### src/rtl/triad_scheduler_pkg.sv
// Shared widths and types for the triad result scheduler: triad payload and
// timestamp widths, the buffered slot word layout and the arbiter state type.
package triad_scheduler_pkg;

  localparam int TRIAD_DATA_W = 68;
  localparam int TS_W         = 24;
  // A buffered slot word is {ts, triad_data}; out_data prepends the triad id.
  localparam int SLOT_W       = TS_W + TRIAD_DATA_W;

  typedef enum logic {
    ARB_IDLE  = 1'b0,
    ARB_OFFER = 1'b1
  } arb_state_e;

  function automatic int id_width(input int nb_triads);
    return (nb_triads < 2) ? 1 : $clog2(nb_triads);
  endfunction

endpackage

### src/rtl/triad_slot.sv
// Per-triad front end: one buffered result word with a sticky overflow flag,
// a silence watchdog, and the re-arm pulse that drives reset_pulse_identifier.
module triad_slot
  import triad_scheduler_pkg::*;
#(
  parameter int TIMEOUT_CYCLES = 960000,
  parameter int RST_PULSE_LEN  = 4
) (
  input  logic                    clk_i,
  input  logic                    rst_i,
  input  logic                    data_avl_i,
  input  logic [TRIAD_DATA_W-1:0] triad_data_i,
  input  logic [TS_W-1:0]         sys_ts_i,
  input  logic                    drain_i,
  output logic                    slot_valid_o,
  output logic [SLOT_W-1:0]       slot_word_o,
  output logic                    overflow_o,
  output logic                    reset_pulse_o
);

  localparam int WD_W = $clog2(TIMEOUT_CYCLES + 1);
  localparam int PL_W = $clog2(RST_PULSE_LEN + 1);
  localparam logic [WD_W-1:0] WD_LAST = WD_W'(TIMEOUT_CYCLES - 1);
  localparam logic [PL_W-1:0] PL_LOAD = PL_W'(RST_PULSE_LEN);

  logic              valid_q, valid_d;
  logic [SLOT_W-1:0] word_q,  word_d;
  logic              ovf_q,   ovf_d;
  logic [WD_W-1:0]   wd_q,    wd_d;
  logic [PL_W-1:0]   pcnt_q,  pcnt_d;
  logic              pulse_active;
  logic              wd_fire;

  assign pulse_active = (pcnt_q != '0);

  // A drain in the same cycle frees the slot, so a coincident strobe is kept.
  always_comb begin
    valid_d = valid_q;
    word_d  = word_q;
    ovf_d   = ovf_q;
    if (data_avl_i) begin
      if (!valid_q || drain_i) begin
        valid_d = 1'b1;
        word_d  = {sys_ts_i, triad_data_i};
      end else begin
        ovf_d = 1'b1;
      end
    end else if (drain_i) begin
      valid_d = 1'b0;
    end
  end

  always_comb begin
    wd_fire = 1'b0;
    wd_d    = wd_q;
    pcnt_d  = pcnt_q;
    if (data_avl_i || pulse_active) begin
      wd_d = '0;
    end else if (wd_q == WD_LAST) begin
      wd_d    = '0;
      wd_fire = 1'b1;
    end else begin
      wd_d = wd_q + WD_W'(1);
    end
    // Any new trigger restarts the pulse, even one already in progress.
    if (data_avl_i || wd_fire) begin
      pcnt_d = PL_LOAD;
    end else if (pulse_active) begin
      pcnt_d = pcnt_q - PL_W'(1);
    end
  end

  always_ff @(posedge clk_i or posedge rst_i) begin
    if (rst_i) begin
      valid_q <= 1'b0;
      word_q  <= '0;
      ovf_q   <= 1'b0;
      wd_q    <= '0;
      pcnt_q  <= '0;
    end else begin
      valid_q <= valid_d;
      word_q  <= word_d;
      ovf_q   <= ovf_d;
      wd_q    <= wd_d;
      pcnt_q  <= pcnt_d;
    end
  end

  assign slot_valid_o  = valid_q;
  assign slot_word_o   = word_q;
  assign overflow_o    = ovf_q;
  assign reset_pulse_o = pulse_active;

endmodule

### src/rtl/triad_scheduler.sv
// Gathers one buffered result per triad and round-robins them onto a single
// valid/ready output stream toward the host link.
module triad_scheduler
  import triad_scheduler_pkg::*;
#(
  parameter  int NB_TRIADS      = 4,
  parameter  int TIMEOUT_CYCLES = 960000,
  parameter  int RST_PULSE_LEN  = 4,
  localparam int ID_W           = id_width(NB_TRIADS),
  localparam int OUT_W          = ID_W + SLOT_W
) (
  input  logic                              clk_96MHz,
  input  logic                              reset,
  input  logic [NB_TRIADS-1:0]              data_avl,
  input  logic [TRIAD_DATA_W*NB_TRIADS-1:0] triad_data,
  input  logic [TS_W-1:0]                   sys_ts,
  output logic [NB_TRIADS-1:0]              reset_pulse_identifier,
  output logic                              out_valid,
  input  logic                              out_ready,
  output logic [OUT_W-1:0]                  out_data,
  output logic [NB_TRIADS-1:0]              overflow,
  output logic                              state_led,
  output arb_state_e                        dbg_state_o
);

  logic [NB_TRIADS-1:0] slot_valid;
  logic [SLOT_W-1:0]    slot_word [NB_TRIADS];
  logic [NB_TRIADS-1:0] drain;

  arb_state_e        state_q, state_d;
  logic [ID_W-1:0]   rr_q, rr_d;
  logic [ID_W-1:0]   grant_q, grant_d;
  logic [OUT_W-1:0]  out_data_q, out_data_d;

  logic              grant_found;
  logic [ID_W-1:0]   grant_idx;
  logic [ID_W-1:0]   cand;
  logic [ID_W-1:0]   rr_next;

  for (genvar g = 0; g < NB_TRIADS; g++) begin : g_slot
    triad_slot #(
      .TIMEOUT_CYCLES (TIMEOUT_CYCLES),
      .RST_PULSE_LEN  (RST_PULSE_LEN)
    ) u_slot (
      .clk_i         (clk_96MHz),
      .rst_i         (reset),
      .data_avl_i    (data_avl[g]),
      .triad_data_i  (triad_data[TRIAD_DATA_W*g +: TRIAD_DATA_W]),
      .sys_ts_i      (sys_ts),
      .drain_i       (drain[g]),
      .slot_valid_o  (slot_valid[g]),
      .slot_word_o   (slot_word[g]),
      .overflow_o    (overflow[g]),
      .reset_pulse_o (reset_pulse_identifier[g])
    );
  end

  // First valid slot at or after the round-robin pointer, wrapping to 0.
  always_comb begin
    grant_found = 1'b0;
    grant_idx   = rr_q;
    cand        = '0;
    for (int k = 0; k < NB_TRIADS; k++) begin
      cand = ID_W'((int'(rr_q) + k) % NB_TRIADS);
      if (!grant_found && slot_valid[cand]) begin
        grant_found = 1'b1;
        grant_idx   = cand;
      end
    end
  end

  assign rr_next = (grant_q == ID_W'(NB_TRIADS - 1)) ? '0 : grant_q + ID_W'(1);

  // Output handshake: out_valid rises with a freshly loaded word and then
  // holds, with out_data frozen, until a cycle where out_valid && out_ready;
  // the word is consumed on that edge and the arbiter returns to IDLE.
  always_comb begin
    state_d    = state_q;
    rr_d       = rr_q;
    grant_d    = grant_q;
    out_data_d = out_data_q;
    drain      = '0;
    case (state_q)
      ARB_IDLE: begin
        if (grant_found) begin
          drain[grant_idx] = 1'b1;
          out_data_d       = {grant_idx, slot_word[grant_idx]};
          grant_d          = grant_idx;
          state_d          = ARB_OFFER;
        end
      end
      ARB_OFFER: begin
        if (out_ready) begin
          rr_d    = rr_next;
          state_d = ARB_IDLE;
        end
      end
      default: state_d = ARB_IDLE;
    endcase
  end

  always_ff @(posedge clk_96MHz or posedge reset) begin
    if (reset) begin
      state_q    <= ARB_IDLE;
      rr_q       <= '0;
      grant_q    <= '0;
      out_data_q <= '0;
    end else begin
      state_q    <= state_d;
      rr_q       <= rr_d;
      grant_q    <= grant_d;
      out_data_q <= out_data_d;
    end
  end

  assign out_valid   = (state_q == ARB_OFFER);
  assign out_data    = out_data_q;
  assign state_led   = |overflow;
  assign dbg_state_o = state_q;

endmodule
### config.mk
export PLATFORM = sky130hd
export DESIGN_NAME = triad_scheduler
export DESIGN_NICKNAME = d
export VERILOG_FILES = /design/src/rtl/triad_scheduler_pkg.sv /design/src/rtl/triad_slot.sv /design/src/rtl/triad_scheduler.sv
export SDC_FILE = /design/constraint.sdc
export NUM_CORES = 1
export LEC_CHECK = 0
export CORE_ASPECT_RATIO = 0.5
export CORE_UTILIZATION = 35
export CTS_CLUSTER_DIAMETER = 100
export DETAILED_ROUTE_END_ITERATION = 10
export PLACE_DENSITY = 0.62
export REMOVE_ABC_BUFFERS = 1
export SLEW_MARGIN = 10
export SYNTH_ARGS = -nofsm -noshare
export SYNTH_HDL_FRONTEND = slang
export SYNTH_SLANG_ARGS = --single-unit
### constraint.sdc
create_clock -name clk_96MHz -period 27.9 [get_ports clk_96MHz]
set_input_delay 5.58 -clock clk_96MHz [delete_from_list [all_inputs] [get_ports clk_96MHz]]
set_output_delay 5.58 -clock clk_96MHz [all_outputs]
set_load 0.05 [all_outputs]
==> metrics.txt, run 1 <==
status finished clean; Die Ht 191 um; most frequent cells in the layout dfrtp_1 (565), clkdlybuf4s50_1 (407), mux2_1 (172), mux2_4 (160), mux2_2 (130); max-cap violations 0; Int Power 2.46 mW; sw frac 0.333; final wirelength 62900 um; Period Utilization, post-route 0.286; VDD IR max 0.0756 mV; grt met3 use 0.0232; Tmin final 7.98 ns; Initial Utilization 0.359; worst-skew pair later-pin latency 0.60 ns; Synth cell types 48; final core utilization 0.455; TNS Setup 0 ns; Port Buffers 407; Post-synth EDFFs 0; f_max 125 MHz; clock skew 0.0143 ns; vias in the first global route 15400; Post-Layout Cell Count 3015; Synth Cell Area 25100 um^2; Die Width 380 um; Worst path max stage delay 0.85 ns; cts bufs inserted 55; slew margin rel. 0.300; register area share after synthesis 0.564; cells after synthesis 1623; min-delay worst type reg2reg; dpl hpwl 41700 um; crit-path cells clkdlybuf4s50_1 -> inv_8 -> buf_4 -> buf_4; Fin Hold WS 0.478 ns; TritonCTS clock tree yes; WL/cell 20.9 um; Resize count post-CTS 0; Antenna Violating Nets Remaining 0; routed vias 14500; final setup margin 19.92 ns; most common cell after layout, fill and taps aside dfrtp_1; clock root cell clkbuf_16; Sink Count 565; Sequential Power Share 0.369; Hold Startpoint g_slot[3].u_slot.slot_word_o[16]; placed cells 2901; most frequent CP cell buf_4; PD cells 116 nW/um^2; Worst EP required 28.49 ns; 1st-iter DRT viols 602; leak pwr 13.6 nW; flop2flop setup slack 23.62 ns; fin. max-slew vios 0; initial antenna violation count 15; P_sw 1.22 mW; FF+latch count, synth 565; Post-CTS Setup Repair Bufs 0; via/cell ratio 4.82; crit path from reset; mean area per synthesized cell 15.4 um^2; layout cells sized above 1 0.243; die area 72700 um^2; Detailed Routing Iterations Pass 1 6; worst slack at placement 19.18 ns; residual DRC count 0; CP startpoint kind primary input; Post-CTS Hold Buffers 0; grt met2 use 0.319; core area 69900 um^2; GR peak layer met2; Synth Flop Type dfrtp_1; setup violators final 0; H-tree Lvls 2; Hold Violations, Final 0; met1 Use GR 0.203; Logic pwr share 0.421; gr ovfl total 0; global-route wire length before repair 95600 um; gr usage total 0.172; Crit path arrival time 8.56 ns; Crit-path slowest cell buf_4; Max clock buf depth 3; CP endpoint kind async pin; Clk network pwr share 0.209; Post-synth ARST share 1.00; launching point of the worst reg2reg path g_slot[0].u_slot.slot_valid_o; Area growth syn-to-layout 26.9%; Ys Warns 0; Ports 408; clock slew seen by the registers of the worst setup and hold paths 0.06 ns; RSZ-0062 raised after global routing false; row count 68; Worst-Margin Slew 1.05 ns; Crit Path Max Fanout 127; largest net degree at the start of global routing 162; kind of critical path in2async; NumNets Final 2329; final RePlAce weighted congestion 0.796
kinds of logic after synthesis:
| logic type | count (synthesis) | synth area share |
|---|---|---|
| xor gates and xnor gates | 67 | 0.0234 |
| buffers and inverters | 117 | 0.0283 |
| DFF | 565 | 0.564 |
| and+or+nand+nor | 262 | 0.0503 |
| AOI/OAI and AO/OA | 44 | 0.0126 |
| adders and majority gates | 13 | 0.00649 |
| muxes | 555 | 0.315 |
sequential cells by signal (all words and copies together), names as in the netlist:
| name | cells |
|---|---|
| dbg_state_o | 1 |
| g_slot.u_slot.overflow_o | 4 |
| g_slot.u_slot.pcnt_q | 12 |
| g_slot.u_slot.slot_valid_o | 4 |
| g_slot.u_slot.slot_word_o | 368 |
| g_slot.u_slot.wd_q | 80 |
| grant_q | 2 |
| out_data | 92 |
| rr_q | 2 |
synth_stat cells (all sizes together) (3+ instances only):
cell type,instances,share of area
clkbuf,21,0.0031
o31ai,5,0.0028
ha,13,0.0065
inv,27,0.0040
o21bai,5,0.0015
nor4,4,0.0010
nand2,41,0.0061
nand4,11,0.0027
buf,69,0.021
o21ai,10,0.0020
and3,10,0.0025
dfrtp,565,0.56
a211oi,5,0.0015
mux4,92,0.083
nor3,8,0.0016
and2,3,0.00075
or2,7,0.0017
xor2,43,0.015
a21oi,11,0.0022
nor2,104,0.016
and4,7,0.0024
nand3,37,0.0074
mux2,462,0.23
or3,8,0.0020
xnor2,24,0.0084
nand2b,6,0.0015
nor2b,9,0.0022
power by group through the flow:
stage          registers, mW  clock network (mW)  logic, mW
5_1_grt                 1.41               0.826       1.65
6_report                1.36               0.771       1.55
4_1_cts                 1.36               0.792       1.58
2_1_floorplan           1.56                   0       1.04
3_5_place_dp            1.37                   0       1.57
3_3_place_gp            1.36                   0       1.55
worst max-delay path: cells and delay by family:
family	cells	cell delay, ns
buffers and inverters	4	2.80
worst paths after layout:
path,endpoint,cells after the start
setup / recovery,g_slot[2].u_slot.slot_word_o[58],4
hold / removal,g_slot[3].u_slot.slot_word_o[16],1
setup reg to reg,g_slot[0].u_slot.slot_word_o[85],7
hold reg to reg,g_slot[3].u_slot.slot_word_o[16],1
max in group clk_96MHz,reset_pulse_identifier[0],5
min in group asynchronous,g_slot[2].u_slot.pcnt_q[0],2
stage by stage:
step | area [um^2] | power (mW)
final | 31800 | 3.68
after global routing | 31800 | 3.88
after CTS | 31800 | 3.73
after detailed placement | 29900 | 2.94
after global placement | 29900 | 2.91
after floorplan | 24500 | 2.60
metal layers:
layer / wire, um / vias up
met5: 0 / -
met4: 1980 / 0
met3: 1370 / 103
met2: 34600 / 166
met1: 24900 / 7682
li1: - / 6581
layout make-up:
cell class / count / area (um^2)
Fill cell: 6189 / 38100
Sequential cell: 565 / 14100
Multi-Input combinational cell: 941 / 10300
Timing Repair Buffer: 423 / 4210
Clock buffer: 87 / 1680
Tap cell: 945 / 1180
Clock inverter: 13 / 180
Inverter: 27 / 109
Antenna cell: 14 / 35.0
Note: power is estimated with default switching activity, not from simulation.
==> run 2: changes to the inputs <==
PLACE_DENSITY = 0.64   (was 0.62)
clock period = 7.1 ns   (was 27.9 ns; I/O delays follow)
==> run 2 against run 1 <==
Compared with the run above:
- routed wire length down 0.23%
- via count grew 0.80%
- first-iteration DRC count increased by 13%
- hold slack lost 0.0029 ns
- die area is the same
- setup slack got worse by 17 ns
- sequential power rose to 3.9 times the previous value
- power grew to 3.9 times the previous value
- non-clock buffer count did not move
- sequential cell count unchanged
- combinational power rose to 3.9 times the previous value
- critical path depth increased by 1
- largest cell class unchanged
- highest routed layer unchanged
==> metrics.txt, run 2 (synthesis gave the netlist of run 1 again) <==
met1 Use GR 0.202 (-0.000999); cts bufs inserted 54 (-1.8%); Resize count post-CTS 0 (unchanged); final wirelength 62700 um (-0.23%); most frequent CP cell inv_1; design area 31700 um^2 (-0.28%); gr ovfl total 0 (unchanged); global-route wire length before repair 95300 um (-0.30%); leak pwr 13.6 nW (-0.33%); Die Ht 191 um (unchanged); TNS Setup 0 ns (unchanged); Post-CTS Hold Buffers 0 (unchanged); Initial Utilization 0.359 (unchanged); Post-Layout Cell Count 3012 (-0.10%); hold endpoint g_slot[0].u_slot.wd_q[0]; Die Width 380 um (unchanged); PD cells 452 nW/um^2 (+290%); worst-skew pair later-pin latency 0.59 ns (about the same); Area growth syn-to-layout 26.5%; setup violators final 0 (unchanged); most frequent cells in the layout dfrtp_1 (565), clkdlybuf4s50_1 (407), mux2_1 (172), mux2_4 (160), mux2_2 (130); Detailed Routing Iterations Pass 1 4 (-2); grt met3 use 0.0234 (+0.000177); Crit-path slowest cell clkdlybuf4s50_1; slew margin rel. 0.310 (+0.0101); CP startpoint kind flip-flop; status finished clean; clock root cell clkbuf_16; Hold Startpoint g_slot[0].u_slot.wd_q[0]; Fin Hold WS 0.475 ns (-0.00290 ns); placed cells 2901 (unchanged); final RePlAce weighted congestion 0.795 (-0.15%); Top delay family on crit path buffers and inverters; residual DRC count 0 (unchanged); crit-path cells inv_1 -> ha_1 -> nor2b_1 -> inv_1 -> clkdlybuf4s50_1; Crit Path Max Fanout 4 (-97%); final core utilization 0.454 (-0.00127); clock slew seen by the registers of the worst setup and hold paths 0.06 ns (about the same); f_max 266 MHz; Ports 408 (unchanged); CP endpoint kind primary output; reg-to-reg endpoint g_slot[0].u_slot.slot_word_o[22]; Port Buffers 407 (unchanged); core area 69900 um^2 (unchanged); Worst-Margin Slew 1.04 ns (-0.0151 ns); launching point of the worst reg2reg path g_slot[2].u_slot.slot_valid_o; Largest register FFs 368 (unchanged); routed vias 14600 (+0.80%); most common cell after layout, fill and taps aside dfrtp_1; max-cap violations 0 (unchanged); H-tree Lvls 2 (unchanged); r2r worst-path depth 8 (+1); Register Area 14100 um^2 (unchanged); Hold Violations, Final 0 (unchanged); VDD IR max 0.280 mV (+270%); Tmin final 3.76 ns; Post-CTS Setup Repair Bufs 0 (unchanged); Worst EP required 5.68 ns (-22.81 ns); WP buf/inv 3 (-1); clock skew 0.0201 ns (+0.00578 ns); grt met2 use 0.312 (-0.00624); Levels on crit path 5 (+1); DP Area 29900 um^2 (about the same); flop2flop setup slack 3.37 ns (-20.25 ns); via/cell ratio 4.86 (+0.90%); TritonCTS clock tree yes; NumNets Final 2328 (-0.043%); largest net degree at the start of global routing 181 (+12%); Sink Count 565 (unchanged); kind of critical path reg2out; die area 72700 um^2 (unchanged); layout cells sized above 1 0.242 (-0.00124); fin. max-slew vios 0 (unchanged); filler instances 6160 (-0.47%); Max clock buf depth 3 (unchanged); WL/cell 20.8 um (-0.13%); Min-Delay Path Depth 1 (unchanged); GR peak layer met2; Crit path arrival time 2.34 ns (-6.22 ns); initial antenna violation count 17 (+2); Period Utilization, post-route 0.530; gr usage total 0.171 (-0.00120); dpl hpwl 42000 um (+0.77%); Antenna Violating Nets Remaining 0 (unchanged); 1st-iter DRT viols 681 (+13%); area of the multi-input gates 10300 um^2 (unchanged); RSZ-0062 raised after global routing false; vias in the first global route 15400 (+0.42%); row count 68 (unchanged); Worst path max stage delay 0.72 ns (-0.13 ns); min-delay worst type reg2reg
## run 2: cell count changes in the layout (fill, tap and decap cells not counted)
cell       previous run  this run
diode_2              14        17
bufinv_16             4         2
clkbuf_1             15        13
buf_12                1         2
buf_4                15        14
clkbuf_16            56        55
clkinv_8              1         0
## run 2: worst register-to-register path, cell delays in order, from the launching register on
cell and delay, ns:
dfrtp_1 0.45, nor2b_1 0.20, o21ai_1 0.15, o31ai_4 0.09, buf_4 0.82, o31ai_4 0.13
nand2_4 0.70, buf_4 0.70, mux2_4 0.37
## run 2: worst max-delay path by stage
stage,startpoint,end,slack [ns]
3_3_place_gp,data_avl[0],g_slot[0].u_slot.slot_word_o[16],3.00
4_1_cts,g_slot[0].u_slot.slot_valid_o,g_slot[0].u_slot.slot_word_o[22],3.28
6_report,g_slot[1].u_slot.pcnt_q[0],reset_pulse_identifier[1],3.34
2_1_floorplan,reset,dbg_state_o,-10.12
3_5_place_dp,data_avl[0],g_slot[0].u_slot.slot_word_o[75],3.00
5_1_grt,g_slot[0].u_slot.slot_valid_o,g_slot[0].u_slot.slot_word_o[51],3.16
## run 2: per-layer routing
layer / up-vias / part of all wire
met5: - / 0
met4: 0 / 0.037
met3: 117 / 0.026
met2: 210 / 0.54
met1: 7724 / 0.39
li1: 6597 / -
## run 2: cell type report
type / count / share of cell area
tap: 945 / 0.0373
antenna: 17 / 0.00134
clock buffer: 84 / 0.0519
clock inverter: 10 / 0.00328
inverter: 27 / 0.00343
timing repair buffer: 423 / 0.133
multi-input combinational: 941 / 0.324
sequential: 565 / 0.446
## run 2: per-stage QoR
step	worst slack (ns)	power [mW]
2_1_floorplan	-10.12	10.2
3_3_place_gp	3.00	11.4
3_5_place_dp	3.00	11.6
4_1_cts	3.28	14.5
5_1_grt	3.16	15.1
6_report	3.34	14.3
## run 2: report_power, final
part	internal, mW	switching [mW]
logic	3.27	2.82
registers	4.62	0.721
clock network	1.65	1.24
total	9.55	4.78
==> run 3: changes to the inputs <==
PLACE_DENSITY = 0.62   (was 0.64)
clock period = 3.7 ns   (was 7.1 ns; I/O delays follow)
==> run 3 against run 2 <==
Compared with the run above:
- sequential cell count unchanged
- routed wire length up 1.3%
- power grew 93%
- die area stayed put
- final area up 1.2%
- sequential power up 93%
- global-route usage rose by 0.36 points
- clock skew is essentially flat
- core utilization is 0.54 points higher
- count of clock-buffer cells in the layout fell by 3
- non-clock buffer count increased by 18
- clock power is 92% higher
- critical path type unchanged
==> metrics.txt, run 3 (synthesis gave the netlist of run 1 again) <==
clock skew 0.0204 ns (+0.000312 ns); reg-to-reg endpoint g_slot[2].u_slot.slot_word_o[88]; Largest register FFs 368 (unchanged); Die Width 380 um (unchanged); gr usage total 0.175 (+0.00357); filler instances 6120 (-0.65%); Area growth syn-to-layout 28.0%; CP endpoint kind primary output; r2r worst-path depth 8 (unchanged); fin. max-slew vios 0 (unchanged); Crit Path Max Fanout 4 (unchanged); worst slack at placement 0.837 ns (-2.16 ns); leak pwr 13.8 nW (+1.3%); layout cells sized above 1 0.250 (+0.00769); H-tree Lvls 2 (unchanged); Ports 408 (unchanged); NumNets Final 2346 (+0.77%); kind of critical path reg2out; Port Buffers 407 (unchanged); WL/cell 21.0 um (+0.65%); Max clock buf depth 3 (unchanged); Detailed Routing Iterations Pass 1 5 (+1); Tmin final 3.14 ns; Worst-Margin Slew 0.872 ns (-0.164 ns); die area 72700 um^2 (unchanged); Post-CTS Hold Buffers 0 (unchanged); RSZ-0062 raised after global routing false; global-route wire length before repair 97500 um (+2.3%); 1st-iter DRT viols 671 (-1.5%); total power 27.7 mW (+93%); CP startpoint kind flip-flop; worst-skew pair later-pin latency 0.61 ns (+0.02 ns); final setup margin 0.562 ns (-2.77 ns); dpl hpwl 42400 um (+0.83%); Crit path arrival time 2.40 ns (+0.06 ns); Sink Count 565 (unchanged); cts bufs inserted 54 (unchanged); slew margin rel. 0.419 (+0.109); Post-CTS Setup Repair Bufs 0 (unchanged); final wirelength 63600 um (+1.3%); Min-Delay Path Depth 1 (unchanged); clock slew seen by the registers of the worst setup and hold paths 0.06 ns (about the same); Die Ht 191 um (unchanged); Period Utilization, post-route 0.848; core area 69900 um^2 (unchanged); via/cell ratio 4.82 (-0.92%); setup violators final 0 (unchanged); residual DRC count 0 (unchanged); Worst EP required 2.96 ns (-2.72 ns); Initial Utilization 0.359 (unchanged); Post-Layout Cell Count 3032 (+0.66%); final RePlAce weighted congestion 0.789 (-0.72%); Fin Hold WS 0.478 ns (+0.00328 ns); TNS Setup 0 ns (unchanged); flop2flop setup slack 0.86 ns (-2.51 ns); min-delay worst type reg2reg; PD cells 862 nW/um^2 (+91%); gr ovfl total 0 (unchanged); VDD IR max 0.695 mV (+150%); row count 68 (unchanged); Antenna Violating Nets Remaining 0 (unchanged); launching point of the worst reg2reg path g_slot[0].u_slot.slot_valid_o; clock root cell clkbuf_16; placed cells 2919 (+0.62%); most common cell after layout, fill and taps aside dfrtp_1; status finished clean; initial antenna violation count 9 (-8); Hold Startpoint g_slot[2].u_slot.pcnt_q[0]; Hold Violations, Final 0 (unchanged); largest net degree at the start of global routing 97 (-46%); routed vias 14600 (-0.26%); f_max 319 MHz; TritonCTS clock tree yes; Resize count post-CTS 0 (unchanged); max-cap violations 0 (unchanged); vias in the first global route 15500 (+0.48%); most frequent cells in the layout dfrtp_1 (565), clkdlybuf4s50_1 (407), mux2_1 (172), mux2_4 (160), mux2_2 (130); hold endpoint g_slot[2].u_slot.pcnt_q[0]
-- run 3: changes by cell type in the layout (fill, tap and decap cells not counted), sizes merged --
cell	before	now
inv	28	29
clkbuf	84	81
clkinv	7	14
buf	16	34
diode	17	12
clkinvlp	0	1
bufinv	2	3
-- run 3: stage by stage --
stage | area, um^2 | util
2_1_floorplan | 24500 | -
3_3_place_gp | 30300 | 0.434
3_5_place_dp | 30300 | 0.434
4_1_cts | 32000 | 0.459
5_1_grt | 32100 | 0.459
6_report | 32100 | 0.459
-- run 3: worst max-delay path by stage --
stage                                  startpoint                                to  slack, ns  cells after the start
CTS                    g_slot[1].u_slot.pcnt_q[0]         reset_pulse_identifier[1]       0.52                      5
floorplan                                   reset                       dbg_state_o     -12.84                      1
finish                 g_slot[1].u_slot.pcnt_q[0]         reset_pulse_identifier[1]       0.56                      5
global placement    g_slot[0].u_slot.slot_valid_o  g_slot[2].u_slot.slot_word_o[85]       0.86                      8
global route           g_slot[1].u_slot.pcnt_q[0]         reset_pulse_identifier[1]       0.42                      5
detailed placement  g_slot[0].u_slot.slot_valid_o  g_slot[2].u_slot.slot_word_o[90]       0.84                      8
-- run 3: layer usage --
layer / up-vias / wire length, um / GRT usage
li1: 6628 / - / -
met1: 7773 / 25700 / 0.214
met2: 137 / 34900 / 0.319
met3: 72 / 1550 / 0.0238
met4: 0 / 1380 / 0.0533
met5: - / 0 / 0
-- run 3: area by class of cell --
type	count	area [um^2]	area share
clock buffer	81	1560	0.0487
tap	945	1180	0.0369
timing repair buffer	441	4590	0.143
antenna	12	30.0	0.000936
inverter	27	109	0.00339
clock inverter	20	200	0.00624
sequential	565	14100	0.441
multi-input combinational	941	10300	0.320
-- run 3: critical path, cell delays in order, from the launching register on --
cell	delay, ns
dfrtp_1	0.36
inv_1	0.11
ha_1	0.20
nor2b_1	0.26
inv_1	0.13
clkdlybuf4s50_1	0.73
-- run 3: power by group --
group          switching, mW  internal, mW
Sequential              1.39          8.87
Clock                   2.44          3.13
Combinational           5.42          6.39
